<file path="src/rtl/fp_vector_result_buffer_pkg.sv">
// Shared vector-format definitions for the FP vector adder and its result buffer.
package fp_pkg;

  localparam int unsigned ELEM_W    = 32;
  localparam int unsigned NUM_ELEMS = 5;
  localparam int unsigned VEC_W     = ELEM_W * NUM_ELEMS;

  typedef logic [VEC_W-1:0] fp_vec_t;

  function automatic logic [ELEM_W-1:0] get_elem(input fp_vec_t v, input int unsigned i);
    return v[i*ELEM_W +: ELEM_W];
  endfunction

endpackage

</file>
<file path="src/rtl/fp_vector_result_buffer_if.sv">
// Producer/consumer bundle around the result buffer: issue credit, adder result, consumer handshake.
interface fp_vector_result_buffer_if #(
  parameter int unsigned VEC_W = fp_pkg::VEC_W
) ();

  logic             issue_fire;
  logic             issue_ok;
  logic             in_valid;
  logic [VEC_W-1:0] in_data;
  logic             out_valid;
  logic             out_ready;
  logic [VEC_W-1:0] out_data;

  modport slave (
    input  issue_fire, in_valid, in_data, out_ready,
    output issue_ok, out_valid, out_data
  );

  modport master (
    output issue_fire, in_valid, in_data, out_ready,
    input  issue_ok, out_valid, out_data
  );

endinterface

</file>
<file path="src/rtl/fp_vector_result_buffer_fifo_mem.sv">
// Register-array storage for the result FIFO: one write port, asynchronous read. Not reset.
module fp_vector_fifo_mem #(
  parameter int unsigned DEPTH = 16,
  parameter int unsigned VEC_W = 160,
  localparam int unsigned AW   = $clog2(DEPTH)
) (
  input  logic             clk,
  input  logic             wr_en,
  input  logic [AW-1:0]    wr_addr,
  input  logic [VEC_W-1:0] wr_data,
  input  logic [AW-1:0]    rd_addr,
  output logic [VEC_W-1:0] rd_data
);

  logic [VEC_W-1:0] mem [DEPTH];

  always_ff @(posedge clk) begin
    if (wr_en) mem[wr_addr] <= wr_data;
  end

  assign rd_data = mem[rd_addr];

endmodule

</file>
<file path="src/rtl/fp_vector_result_buffer.sv">
// Captures every adder result into a circular FIFO and issues add credits so that
// a slot is guaranteed free when each in-flight result lands.
module fp_vector_result_buffer
  import fp_pkg::*;
#(
  parameter int unsigned  WIDTH      = ELEM_W,
  parameter int unsigned  NUM_INPUTS = NUM_ELEMS,
  parameter int unsigned  DEPTH      = 16,
  parameter int unsigned  LATENCY    = 11,
  localparam int unsigned CNT_W      = $clog2(DEPTH + 1)
) (
  input  logic                     clk,
  input  logic                     rst,
  fp_vector_result_buffer_if.slave bus,
  output logic [CNT_W-1:0]         occupancy,
  output logic                     err_overflow,
  output logic                     err_credit
);

  localparam int unsigned      VW       = WIDTH * NUM_INPUTS;
  localparam int unsigned      PTR_W    = $clog2(DEPTH);
  localparam logic [CNT_W-1:0] DEPTH_C  = CNT_W'(DEPTH);
  localparam logic [PTR_W-1:0] PTR_LAST = PTR_W'(DEPTH - 1);

  if (DEPTH < 2) begin : g_depth_chk
    $error("fp_vector_result_buffer: DEPTH must be at least 2");
  end
  if (DEPTH < LATENCY + 1) begin : g_rate_chk
    $warning("fp_vector_result_buffer: DEPTH < LATENCY+1, back-to-back issue will stall on credit");
  end

  logic [PTR_W-1:0] wr_ptr, rd_ptr;
  logic [CNT_W-1:0] in_flight, occ_next, in_flight_next;
  logic             out_valid_q, push, pop;
  logic [VW-1:0]    rd_data;

  // Explicit wrap compare so non-power-of-two depths work.
  function automatic logic [PTR_W-1:0] ptr_inc(input logic [PTR_W-1:0] p);
    return (p == PTR_LAST) ? '0 : p + 1'b1;
  endfunction

  always_comb begin
    pop  = out_valid_q & bus.out_ready;
    push = bus.in_valid & ((occupancy < DEPTH_C) | pop);

    occ_next = occupancy;
    if (push && !pop)      occ_next = occupancy + 1'b1;
    else if (!push && pop) occ_next = occupancy - 1'b1;

    // An unmatched result (nothing in flight) leaves the count at zero.
    in_flight_next = in_flight;
    if (bus.issue_fire && !bus.in_valid)                        in_flight_next = in_flight + 1'b1;
    else if (!bus.issue_fire && bus.in_valid && in_flight != '0) in_flight_next = in_flight - 1'b1;
  end

  always_ff @(posedge clk or negedge rst) begin
    if (!rst) begin
      wr_ptr       <= '0;
      rd_ptr       <= '0;
      occupancy    <= '0;
      in_flight    <= '0;
      out_valid_q  <= 1'b0;
      err_overflow <= 1'b0;
      err_credit   <= 1'b0;
    end else begin
      if (push) wr_ptr <= ptr_inc(wr_ptr);
      if (pop)  rd_ptr <= ptr_inc(rd_ptr);
      occupancy   <= occ_next;
      in_flight   <= in_flight_next;
      out_valid_q <= (occ_next != '0);
      if (bus.in_valid && !push)          err_overflow <= 1'b1;
      if (bus.issue_fire && !bus.issue_ok) err_credit   <= 1'b1;
    end
  end

  fp_vector_fifo_mem #(
    .DEPTH (DEPTH),
    .VEC_W (VW)
  ) u_mem (
    .clk     (clk),
    .wr_en   (push),
    .wr_addr (wr_ptr),
    .wr_data (bus.in_data),
    .rd_addr (rd_ptr),
    .rd_data (rd_data)
  );

  assign bus.issue_ok  = ({1'b0, occupancy} + {1'b0, in_flight}) < {1'b0, DEPTH_C};
  assign bus.out_valid = out_valid_q;
  assign bus.out_data  = out_valid_q ? rd_data : '0;

endmodule

</file>
<file path="src/flat_wrapper.sv">
// flat-port wrapper written by rule: the top's interface ports become plain ports
module fp_vector_result_buffer_flat import fp_pkg::*;
#(
  parameter int unsigned  WIDTH      = ELEM_W,
  parameter int unsigned  NUM_INPUTS = NUM_ELEMS,
  parameter int unsigned  DEPTH      = 16,
  parameter int unsigned  LATENCY    = 11,
  localparam int unsigned CNT_W      = $clog2(DEPTH + 1)
)
  (clk, rst, occupancy, err_overflow, err_credit, bus_issue_fire, bus_in_valid, bus_in_data, bus_out_ready, bus_issue_ok, bus_out_valid, bus_out_data);
  fp_vector_result_buffer_if #(.VEC_W(VEC_W)) bus_i ();
  input  logic clk;
  input  logic rst;
  output logic [CNT_W-1:0] occupancy;
  output logic err_overflow;
  output logic err_credit;
  input wire logic [$bits(bus_i.issue_fire)-1:0] bus_issue_fire;
  input wire logic [$bits(bus_i.in_valid)-1:0] bus_in_valid;
  input wire logic [$bits(bus_i.in_data)-1:0] bus_in_data;
  input wire logic [$bits(bus_i.out_ready)-1:0] bus_out_ready;
  output wire logic [$bits(bus_i.issue_ok)-1:0] bus_issue_ok;
  output wire logic [$bits(bus_i.out_valid)-1:0] bus_out_valid;
  output wire logic [$bits(bus_i.out_data)-1:0] bus_out_data;
  assign bus_i.issue_fire = bus_issue_fire;
  assign bus_i.in_valid = bus_in_valid;
  assign bus_i.in_data = bus_in_data;
  assign bus_i.out_ready = bus_out_ready;
  assign bus_issue_ok = bus_i.issue_ok;
  assign bus_out_valid = bus_i.out_valid;
  assign bus_out_data = bus_i.out_data;
  fp_vector_result_buffer #(.WIDTH(WIDTH), .NUM_INPUTS(NUM_INPUTS), .DEPTH(DEPTH), .LATENCY(LATENCY)) u_core (.clk(clk), .rst(rst), .bus(bus_i), .occupancy(occupancy), .err_overflow(err_overflow), .err_credit(err_credit));
endmodule
</file>
<file path="config.mk">
export PLATFORM = sky130hd
export DESIGN_NAME = fp_vector_result_buffer_flat
export DESIGN_NICKNAME = d
export VERILOG_FILES = /design/src/rtl/fp_vector_result_buffer_pkg.sv /design/src/rtl/fp_vector_result_buffer_if.sv /design/src/rtl/fp_vector_result_buffer_fifo_mem.sv /design/src/rtl/fp_vector_result_buffer.sv /design/src/flat_wrapper.sv
export SDC_FILE = /design/constraint.sdc
export NUM_CORES = 2
export LEC_CHECK = 0
export CAP_MARGIN = 25
export CORE_MARGIN = 2
export CORE_UTILIZATION = 40
export DETAILED_ROUTE_END_ITERATION = 6
export PLACE_DENSITY_LB_ADDON = 0.05
export SYNTH_ARGS = -nofsm -noshare
export SYNTH_HDL_FRONTEND = slang
export SYNTH_SLANG_ARGS = --single-unit
</file>
<file path="constraint.sdc">
create_clock -name clk -period 21.4 [get_ports clk]
set_input_delay 4.28 -clock clk [delete_from_list [all_inputs] [get_ports clk]]
set_output_delay 4.28 -clock clk [all_outputs]
set_load 0.01 [all_outputs]
</file>
==> impl_metrics.ini <==
[status]
status = finished, final reports clean

[setup_path]
worst_path_max_delay_cell = dfrtp_4
reg2regPathDepth = 7
endpoint_kind = output port
crit_path_start_kind = register
critPathMaxFanout = 44
critical_path.max_stage_delay_ns = 0.97
crit_type = reg -> out
crit_chain = buf_4 -> buf_4 -> buf_4 -> mux4_2 -> mux2i_1 -> o22ai_1 -> clkdlybuf4s50_1
critical_path_required_ns = 17.12
cpMostUsedCell = buf_4
arrival_ns = 5.75

[final_layout]
drive_above_1_share_pct = 24.0
syn2layout_area_growth_pct = 16.7
fillCellCount = 20000
multi_input_area_sq_um = 19500
nets = 4732
layoutNonFillerInstCount = 7971
seq_area_sq_um = 77400
final_area_sq_um = 114000

[power_and_ir_drop]
pwr-share-clk_pct = 30.6
power.internal_uw = 10800
ir_worst_vdd_uv = 113
power_per_cell_area_nw_per_um2 = 134
seq_power_share_pct = 39.8
p_leak_uw = 0.0354
pwr-share-comb_pct = 29.5
p_switching_uw = 4510
swShare_pct = 29.4

[logic_synthesis]
syn_area_sq_um = 97800
synth_nets = 4219
synth_xor_area_share_pct = 0.0806
syn_area_per_cell_sq_um = 24.2
synthTopCellsByArea = edfxtp_1, mux4_2, mux2i_1
synth_area_leader_cell = edfxtp_1
synth_cell_types = 43
yosysWarningCount = 0
ys_seq_elements = 2581
synthAdderAreaFrac_pct = 0.199
synth-compound-area-share_pct = 1.23
syn_inst = 4039
synth_top_area_share_pct = 78.6
synth.area.mux_share_pct = 18.0
synthSimpleGateAreaFrac_pct = 0.260
ys_seq_area_share_pct = 79.1
synth_top_family_by_area = multiplexers

[route]
remaining_drc_errors = 0
num_vias = 44200
via_per_inst = 5.55
drt_iter0_drc = 3412
wirelength_mm = 248
ant_nets = 0
post_drt_wl_per_cell_um = 31.1
firstDrtPassIters = 5

[sta]
rsz0062_at_grt = false
tightestPinTransition_ns = 1.06
hold_viol = 0
finalSetupViolCount = 0
slew_headroom_pct = 29.6
fmax_mhz = 99.7
tns_ns = 0
slew_violations = 0
min_period_ns = 10.03
finalCritPeriodShare_pct = 46.9
finalClockSkew_ns = 0.0406

[floorplanning]
die_x_um = 499
die_h_um = 499
design.core.area_sq_um = 243000
start_util_pct = 40.2
ios = 334
row_count = 181
die_area_sq_um = 249000

[hold_path]
worstHoldPathCells = 1
min_path_type = reg -> reg

[global_routing]
grt_overflow_total = 0
gr-usage-all-layers_pct = 19.9
grt_max_degree = 134
first_global_vias = 47000
antenna_found_initial = 43
grt_pass1_wl_mm = 352

[clock_network]
cts_hold_buf = 0
clockBufferDepth = 4
cts_sinks = 2581
postCtsSetupBuffers = 0
cts.htree.levels = 5
cts_tree = yes
cts_root_buf = clkbuf_16
clock_latency_ns = 0.90
post_cts_resized = 0
cts-buffers-inserted = 294
clkSlewWorstSetupHoldPaths_ns = 0.06

[placed_design]
dpl-instance-area_sq_um = 105000
dpl.hpwl_mm = 123
gp_congestion = 0.707
dp.cells = 7454
portBuffers = 333

[job]
max_cap_viol_count = 0
==> per-stage QoR <==
step / hold slack, ns / power (uW) / utilization, % / setup slack (ns)
final: 0.498 / 15300 / 46.9 / 11.37
after global routing: 0.519 / 16000 / 46.9 / 10.83
after CTS: 0.492 / 15600 / 46.9 / 10.89
after detailed placement: 0.475 / 10900 / 43.2 / 11.62
after global placement: 0.462 / 10900 / 43.2 / 11.61
after floorplan: 0.462 / 9020 / - / 4.66
==> final cells by class <==
type	instances	area share (%)
Antenna cell	10	0.0219
Clock buffer	364	6.78
Clock inverter	139	0.983
Inverter	11	0.0362
Multi-Input combinational cell	1228	17.1
Sequential cell	2581	67.8
Tap cell	3202	3.51
Timing Repair Buffer	436	3.79
==> sequential cells by signal, summed over array words and instances (netlist names) <==
signal	cells
u_core.occupancy	5
u_core.bus.out_valid	1
u_core.rd_ptr	4
u_core.err_overflow	1
u_core.err_credit	1
u_core.u_mem.mem	2560
u_core.in_flight	5
u_core.wr_ptr	4
==> Yosys cell counts (all sizes together) <==
cell,number
a2111oi,1
a21bo,1
a21boi,1
a21o,5
a21oi,7
a221oi,1
a22o,1
a2bb2oi,1
a311oi,1
a31o,2
and2,1
and3b,1
buf,129
clkbuf,90
dfrtp,21
edfxtp,2560
fa,1
ha,14
inv,11
mux2,2
mux2i,321
mux4,640
nand2,11
nand2b,4
nand3,7
nor2,15
nor3,9
nor3b,1
o211ai,1
o21ai,4
o21bai,1
o22ai,160
o31a,1
o31ai,1
or2,1
or4,1
or4b,1
xnor2,7
xor2,2
==> path summary, 6_finish.rpt <==
path / from / to / slack (ns)
setup / recovery: u_core.rd_ptr[0]$_DFFE_PN0P_ / bus_out_data[127] / 11.37
hold / removal: u_core.err_credit$_DFFE_PN0P_ / u_core.err_credit$_DFFE_PN0P_ / 0.50
setup reg to reg: u_core.bus.out_valid$_DFF_PN0_ / u_core.u_mem.mem[8][95]$_DFFE_PP_ / 15.98
hold reg to reg: u_core.err_credit$_DFFE_PN0P_ / u_core.err_credit$_DFFE_PN0P_ / 0.50
max in group asynchronous: rst / u_core.rd_ptr[0]$_DFFE_PN0P_ / 17.19
min in group asynchronous: rst / u_core.occupancy[2]$_DFF_PN0_ / 3.72
==> cell usage in the layout, fill, tap and decap left out, types with 6 or more instances in the layout <==
cell type and n:
bufinv_16 18, inv_6 6, mux2i_1 321, clkinv_1 68
nand2_1 10, dfrtp_1 18, diode_2 10, mux4_2 640
edfxtp_1 2560, clkinv_2 36, buf_4 87, xnor2_1 7
clkbuf_16 300, clkinvlp_4 8, a21oi_1 7, o22ai_1 160
clkdlybuf4s50_1 333, nor2_4 12, clkbuf_1 64, buf_12 11
ha_1 14, inv_1 11, nand3_1 7
==> worst max-delay path, delay by kind of cell, from the launching register on <==
kind / cells / cell delay, ns
buffers and inverters: 4 / 2.79
flip-flops: 1 / 0.97
multiplexers: 2 / 0.79
AO/OA/AOI/OAI: 1 / 0.15
==> kinds of logic after synthesis <==
logic type / count (synthesis)
buffers and inverters: 230
muxes: 963
and+or+nand+nor: 52
AOI/OAI and AO/OA: 189
xor gates and xnor gates: 9
DFF: 2581
adders and majority gates: 15
==> power by group through the flow <==
stage,clock (uW),combinational [uW],sequential (uW)
finish,4700,4530,6110
detailed placement,0,4660,6220
CTS,4830,4670,6120
global placement,0,4670,6210
global route,5010,4860,6140
floorplan,0,2800,6220
==> routing by layer <==
metal | global-route usage (%) | up-vias | wire (um)
met1 | 27.0 | 24300 | 107000
met3 | 3.44 | 413 | 11000
li1 | - | 18500 | -
met5 | 0 | - | 185
met4 | 5.03 | 30 | 5450
met2 | 33.3 | 989 | 125000
Note: power is estimated with default switching activity, not from simulation.
